`src/rtl/sync_fifo_prog_pkg.sv`:
```
// Shared definitions for sync_fifo_prog: read-mode encodings and width helper.
// Latency: n/a (package only).
// Backpressure: n/a (package only).
package sync_fifo_prog_pkg;

    // Read-mode selector values for the FWFT parameter
    localparam int MODE_STD  = 0;
    localparam int MODE_FWFT = 1;

    // Width of count/threshold fields: must hold the value DEPTH itself
    function automatic int cw_of(input int depth);
        return $clog2(depth) + 1;
    endfunction

endpackage

```
`src/rtl/sync_fifo_prog_fifo_mem.sv`:
```
// fifo_mem: WIDTH x DEPTH storage, registered write port, combinational read port.
// Latency: a write lands on the clock edge; the read port reflects it from the next cycle.
// Backpressure: none, the caller decides when a write is legal.
module fifo_mem
    import sync_fifo_prog_pkg::*;
#(
    parameter  int WIDTH = 32,
    parameter  int DEPTH = 16,
    localparam int AW    = cw_of(DEPTH) - 1
) (
    input  logic             clk,
    input  logic             i_wr_en,
    input  logic [AW-1:0]    i_wr_addr,
    input  logic [WIDTH-1:0] i_wr_dat,
    input  logic [AW-1:0]    i_rd_addr,
    output logic [WIDTH-1:0] o_rd_dat
);

    // Contents are intentionally not reset; validity is tracked by the FIFO count
    logic [WIDTH-1:0] r_mem [DEPTH];

    // Write port: store data on an accepted push
    always_ff @(posedge clk) begin
        if (i_wr_en) begin
            r_mem[i_wr_addr] <= i_wr_dat;
        end
    end

    assign o_rd_dat = r_mem[i_rd_addr];

endmodule

```
`src/rtl/sync_fifo_prog.sv`:
```
// sync_fifo_prog: single-clock FIFO, standard or FWFT read, programmable almost flags, sticky errors.
// Latency: write visible at the read side next cycle; standard mode rd_data updates the cycle after pop.
// Backpressure: push while full (without pop) and pop while empty are dropped and flagged. SYNC_FIFO_HWM_EN adds hwm/hwm_clr.
module sync_fifo_prog
    import sync_fifo_prog_pkg::*;
#(
    parameter  int WIDTH = 32,
    parameter  int DEPTH = 16,
    parameter  int FWFT  = MODE_STD,
    localparam int CW    = cw_of(DEPTH)
) (
    input  logic             clk,
    input  logic             rst,
    input  logic             push,
    input  logic [WIDTH-1:0] wr_data,
    input  logic             pop,
    output logic [WIDTH-1:0] rd_data,
    output logic             full,
    output logic             empty,
    input  logic [CW-1:0]    af_thresh,
    input  logic [CW-1:0]    ae_thresh,
    output logic             almost_full,
    output logic             almost_empty,
    output logic [CW-1:0]    count,
    output logic             overflow,
    output logic             underflow,
`ifdef SYNC_FIFO_HWM_EN
    input  logic             hwm_clr,
    output logic [CW-1:0]    hwm,
`endif
    input  logic             err_clr
);

    localparam int AW = CW - 1;

    if (DEPTH < 2 || (DEPTH & (DEPTH - 1)) != 0) begin : g_bad_depth
        $error("sync_fifo_prog: DEPTH must be a power of two >= 2");
    end
    if (FWFT != MODE_STD && FWFT != MODE_FWFT) begin : g_bad_mode
        $error("sync_fifo_prog: FWFT must be 0 or 1");
    end

    logic [AW-1:0]    r_wr_ptr;
    logic [AW-1:0]    r_rd_ptr;
    logic [CW-1:0]    r_count;
    logic             r_overflow;
    logic             r_underflow;
    logic             w_push_ok;
    logic             w_pop_ok;
    logic [WIDTH-1:0] w_mem_rd;

    // Flags derive from the registered count, so threshold edits act immediately
    assign full         = (r_count == CW'(DEPTH));
    assign empty        = (r_count == '0);
    assign almost_full  = (r_count >= af_thresh);
    assign almost_empty = (r_count <= ae_thresh);
    assign count        = r_count;
    assign overflow     = r_overflow;
    assign underflow    = r_underflow;

    // A pop frees a slot in the same cycle, so push is legal on full when paired with pop
    assign w_push_ok = push & (~full | pop);
    assign w_pop_ok  = pop & ~empty;

    fifo_mem #(
        .WIDTH (WIDTH),
        .DEPTH (DEPTH)
    ) u_mem (
        .clk       (clk),
        .i_wr_en   (w_push_ok),
        .i_wr_addr (r_wr_ptr),
        .i_wr_dat  (wr_data),
        .i_rd_addr (r_rd_ptr),
        .o_rd_dat  (w_mem_rd)
    );

    // Pointer and occupancy update; pointers wrap naturally at DEPTH
    always_ff @(posedge clk) begin
        if (rst) begin
            r_wr_ptr <= '0;
            r_rd_ptr <= '0;
            r_count  <= '0;
        end else begin
            if (w_push_ok) r_wr_ptr <= r_wr_ptr + AW'(1);
            if (w_pop_ok)  r_rd_ptr <= r_rd_ptr + AW'(1);
            r_count <= r_count + CW'(w_push_ok) - CW'(w_pop_ok);
        end
    end

    // Sticky error flags: a new error in the clear cycle keeps the flag set
    always_ff @(posedge clk) begin
        if (rst) begin
            r_overflow  <= 1'b0;
            r_underflow <= 1'b0;
        end else begin
            if (push & full & ~pop) r_overflow <= 1'b1;
            else if (err_clr)       r_overflow <= 1'b0;
            if (pop & empty)        r_underflow <= 1'b1;
            else if (err_clr)       r_underflow <= 1'b0;
        end
    end

    if (FWFT == MODE_FWFT) begin : g_fwft
        // Head entry drives the output directly; meaningless while empty
        assign rd_data = w_mem_rd;
    end else begin : g_std
        logic [WIDTH-1:0] r_rd_data;

        // Registered read: capture the head on an accepted pop, hold otherwise
        always_ff @(posedge clk) begin
            if (rst)           r_rd_data <= '0;
            else if (w_pop_ok) r_rd_data <= w_mem_rd;
        end

        assign rd_data = r_rd_data;
    end

`ifdef SYNC_FIFO_HWM_EN
    logic [CW-1:0] r_hwm;

    // High-water mark follows the registered count, one cycle behind it
    always_ff @(posedge clk) begin
        if (rst)                  r_hwm <= '0;
        else if (hwm_clr)         r_hwm <= r_count;
        else if (r_count > r_hwm) r_hwm <= r_count;
    end

    assign hwm = r_hwm;
`endif

endmodule

```
`config.mk`:
```
export PLATFORM = sky130hd
export DESIGN_NAME = sync_fifo_prog
export DESIGN_NICKNAME = d
export VERILOG_FILES = /design/src/rtl/sync_fifo_prog_pkg.sv /design/src/rtl/sync_fifo_prog_fifo_mem.sv /design/src/rtl/sync_fifo_prog.sv
export SDC_FILE = /design/constraint.sdc
export NUM_CORES = 1
export LEC_CHECK = 0
export ABC_AREA = 1
export CORE_MARGIN = 8
export CORE_UTILIZATION = 50
export CTS_CLUSTER_DIAMETER = 50
export DETAILED_ROUTE_END_ITERATION = 10
export PLACE_DENSITY = 0.68
export SYNTH_ARGS = -nofsm -noshare
export SYNTH_HDL_FRONTEND = slang
export SYNTH_SLANG_ARGS = --single-unit
```
`constraint.sdc`:
```
create_clock -name clk -period 5.5 [get_ports clk]
set_input_delay 0.55 -clock clk [delete_from_list [all_inputs] [get_ports clk]]
set_output_delay 0.55 -clock clk [all_outputs]
set_load 0.005 [all_outputs]
```
==> results.cfg <==
[floorplan]
dieArea_sq_mm = 0.0552
die_y_microns = 235
pin_count = 90
dieWidth_microns = 235
coreArea_sq_mm = 0.0475
start_util = 0.505
rows = 80

[yosys]
syn_area_sq_mm = 0.0240
yosysSeqAreaShare = 0.680
avgSynthCellArea_sq_um = 10.3
netlist_instances = 2328
ys_ff_latch = 559
ys_top_cells_by_area = edfxtp_1 (64%), nand2_1 (13%), nand3_1 (7.5%)
synth_edf_count = 512
synth.top_cell.area_share = 0.641
synth_cell_type_count = 26
yosys_warnings = 0
syn_nets = 2397
yosys.area.top_type = edfxtp_1
synth-main-ff-cell = edfxtp_1
async_flop_share = 0

[critical_path]
end_kind = register
path_common_cell = nand3_1
worst-path-buf-inv = 3
path_delay_family = buffers and inverters
critPathRequiredTime_ns = 5.98
start_kind = register
critPathArrivalTime_ns = 3.59
crit_chain = inv_6 > buf_4 > nand2_1 > nand3_1 > nand3_1 > nand3_1 > nand3_1 > nand2_1 > inv_1
crit_path_max_incr_delay_ns = 0.83
slowest_stage = inv_6
crit_type = reg -> reg
path_max_fanout = 122

[cts]
numCtsBuffers = 56
clk_pin_slew_worst_paths_ns = 0.06
cts_resized = 0
cts_tree = yes
cts.sinks = 559
clk_latency_ns = 0.60
cts_buffer_depth = 3
post_cts_buffers = 0
htreeDepth = 2
cts_root_buf = clkbuf_16
holdBufCountCts = 0

[route]
drc = 0
met1_length_microns = 23800
drt_iter0_drc = 1462
wl_met3_microns = 4130
finalWirelength_microns = 57200
dr.pass1.iters = 6
vias = 16200
wire_per_inst_microns = 18.8
via_per_inst = 5.32
wl_met2_microns = 27600
antenna_left = 0
routed.top_layer = met4

[cells_and_area]
drive_gt1_frac = 0.0504
final_nets = 2443
final_core_util = 0.568
n_antenna_cell = 0
area_delta_synth_final_pct = 12.6

[global_routing]
grt_max_degree = 123
antenna_found_initial = 0
grt_usage = 0.203
grt_pass1_wl_microns = 89300
overflow = 0
grt_pass1_vias = 16100

[hold_path]
hold_class = reg -> reg

[timing]
tns_ns = 0
finalSetupViolations = 0
rsz0062_at_grt = no
fin_skew_ns = 0.0164
fin_crit_ns = 3.10
finalCritPeriodShare = 0.565
tightest_slew_ns = 1.35
slew_headroom = 0.101
slew_viol_final = 0
finalHoldViolCount = 0
timing.fmax_mhz = 322

[job]
cap_violations = 0

[run_status]
status = completed

[placement]
portBuffers = 89
hpwl_microns = 30900
gp_congestion = 0.802

[power]
leakage_uw = 0.0112
ir_worst_vdd_v = 0.000277
p_per_area_mw_per_mm2 = 414
## area by class of cell
cell class	instances	area, sq um
Inverter	327	1240
Sequential cell	559	16300
Clock inverter	16	234
Multi-Input combinational cell	1324	5820
Clock buffer	87	1610
Fill cell	3892	20500
Tap cell	615	769
Timing Repair Buffer	106	1010
## where the power goes
part	internal, uW	leakage (uW)	total [uW]	switching [uW]
Sequential	4830	0.00502	5020	193
Combinational	813	0.00530	2310	1500
Clock	2280	0.000894	3840	1550
## cells in the mapped netlist (2+ instances only)
cell / n
a21oi_1: 16
buf_1: 8
buf_2: 48
buf_4: 11
buf_6: 25
clkbuf_1: 25
dfxtp_1: 47
edfxtp_1: 512
ha_1: 21
inv_1: 323
inv_2: 3
nand2_1: 823
nand2_2: 2
nand3_1: 358
nand4_1: 2
nor2_1: 84
o21ai_0: 8
xor2_1: 4
## kinds of logic after synthesis
kind of cell             Yosys count  synth area share
AND/OR/NAND/NOR                 1270             0.218
flip-flops                       559             0.680
buffers and inverters            445            0.0824
AO/OA/AOI/OAI                     28           0.00636
adder cells (fa/ha/maj)           22            0.0118
XOR/XNOR                           4           0.00146
## flip-flops by register name, summed over array words and instances, names as in the netlist
| register | count |
|---|---|
| r_wr_ptr | 4 |
| underflow | 1 |
| rd_data | 32 |
| count | 5 |
| r_rd_ptr | 4 |
| overflow | 1 |
| u_mem.r_mem | 512 |
## placed cells by master (no fill, tap or decap), drive strengths merged
master         count
nand2            825
edfxtp           512
nand3            358
inv              326
clkdlybuf4s50     88
clkbuf            87
nor2              85
dfxtp             47
ha                21
buf               18
a21oi             16
clkinv            11
o21ai              8
bufinv             6
xor2               4
nand4              2
o31ai              1
a32oi              1
o21bai             1
o221ai             1
fa                 1
## stage by stage
stage / total power, uW / hold slack [ns] / setup WS, ns / std cells / area, sq um
floorplan: 6700 / 0.460 / 2.52 / 2328 / 24000
global placement: 7370 / 0.453 / 2.20 / 2931 / 25200
detailed placement: 7420 / 0.462 / 2.15 / 2931 / 25200
CTS: 11200 / 0.470 / 2.35 / 3034 / 27000
global route: 11700 / 0.499 / 2.10 / 3034 / 27000
finish: 11200 / 0.470 / 2.40 / 3034 / 27000
## final timing paths
check / from / endpoint / slack [ns] / cells after the start
min: underflow$_SDFFE_PP0P_ / underflow$_SDFFE_PP0P_ / 0.47 / 2
max reg2reg: r_rd_ptr[0]$_SDFFE_PP0P_ / rd_data[18]$_SDFFE_PP0P_ / 2.40 / 9
min reg2reg: underflow$_SDFFE_PP0P_ / underflow$_SDFFE_PP0P_ / 0.47 / 2
max: r_rd_ptr[0]$_SDFFE_PP0P_ / rd_data[18]$_SDFFE_PP0P_ / 2.40 / 9
## per-layer routing
layer,track usage,up-vias
met5,0,-
met4,0.0783,0
met3,0.0329,110
met2,0.342,596
met1,0.263,7815
li1,-,7633
## tightest hold or removal path, cell delays in order, from the launching register on
cell and delay, ns:
dfxtp_1 0.31, nand2_1 0.06, a21oi_1 0.05
No activity file was read; power rests on OpenSTA's default activity.
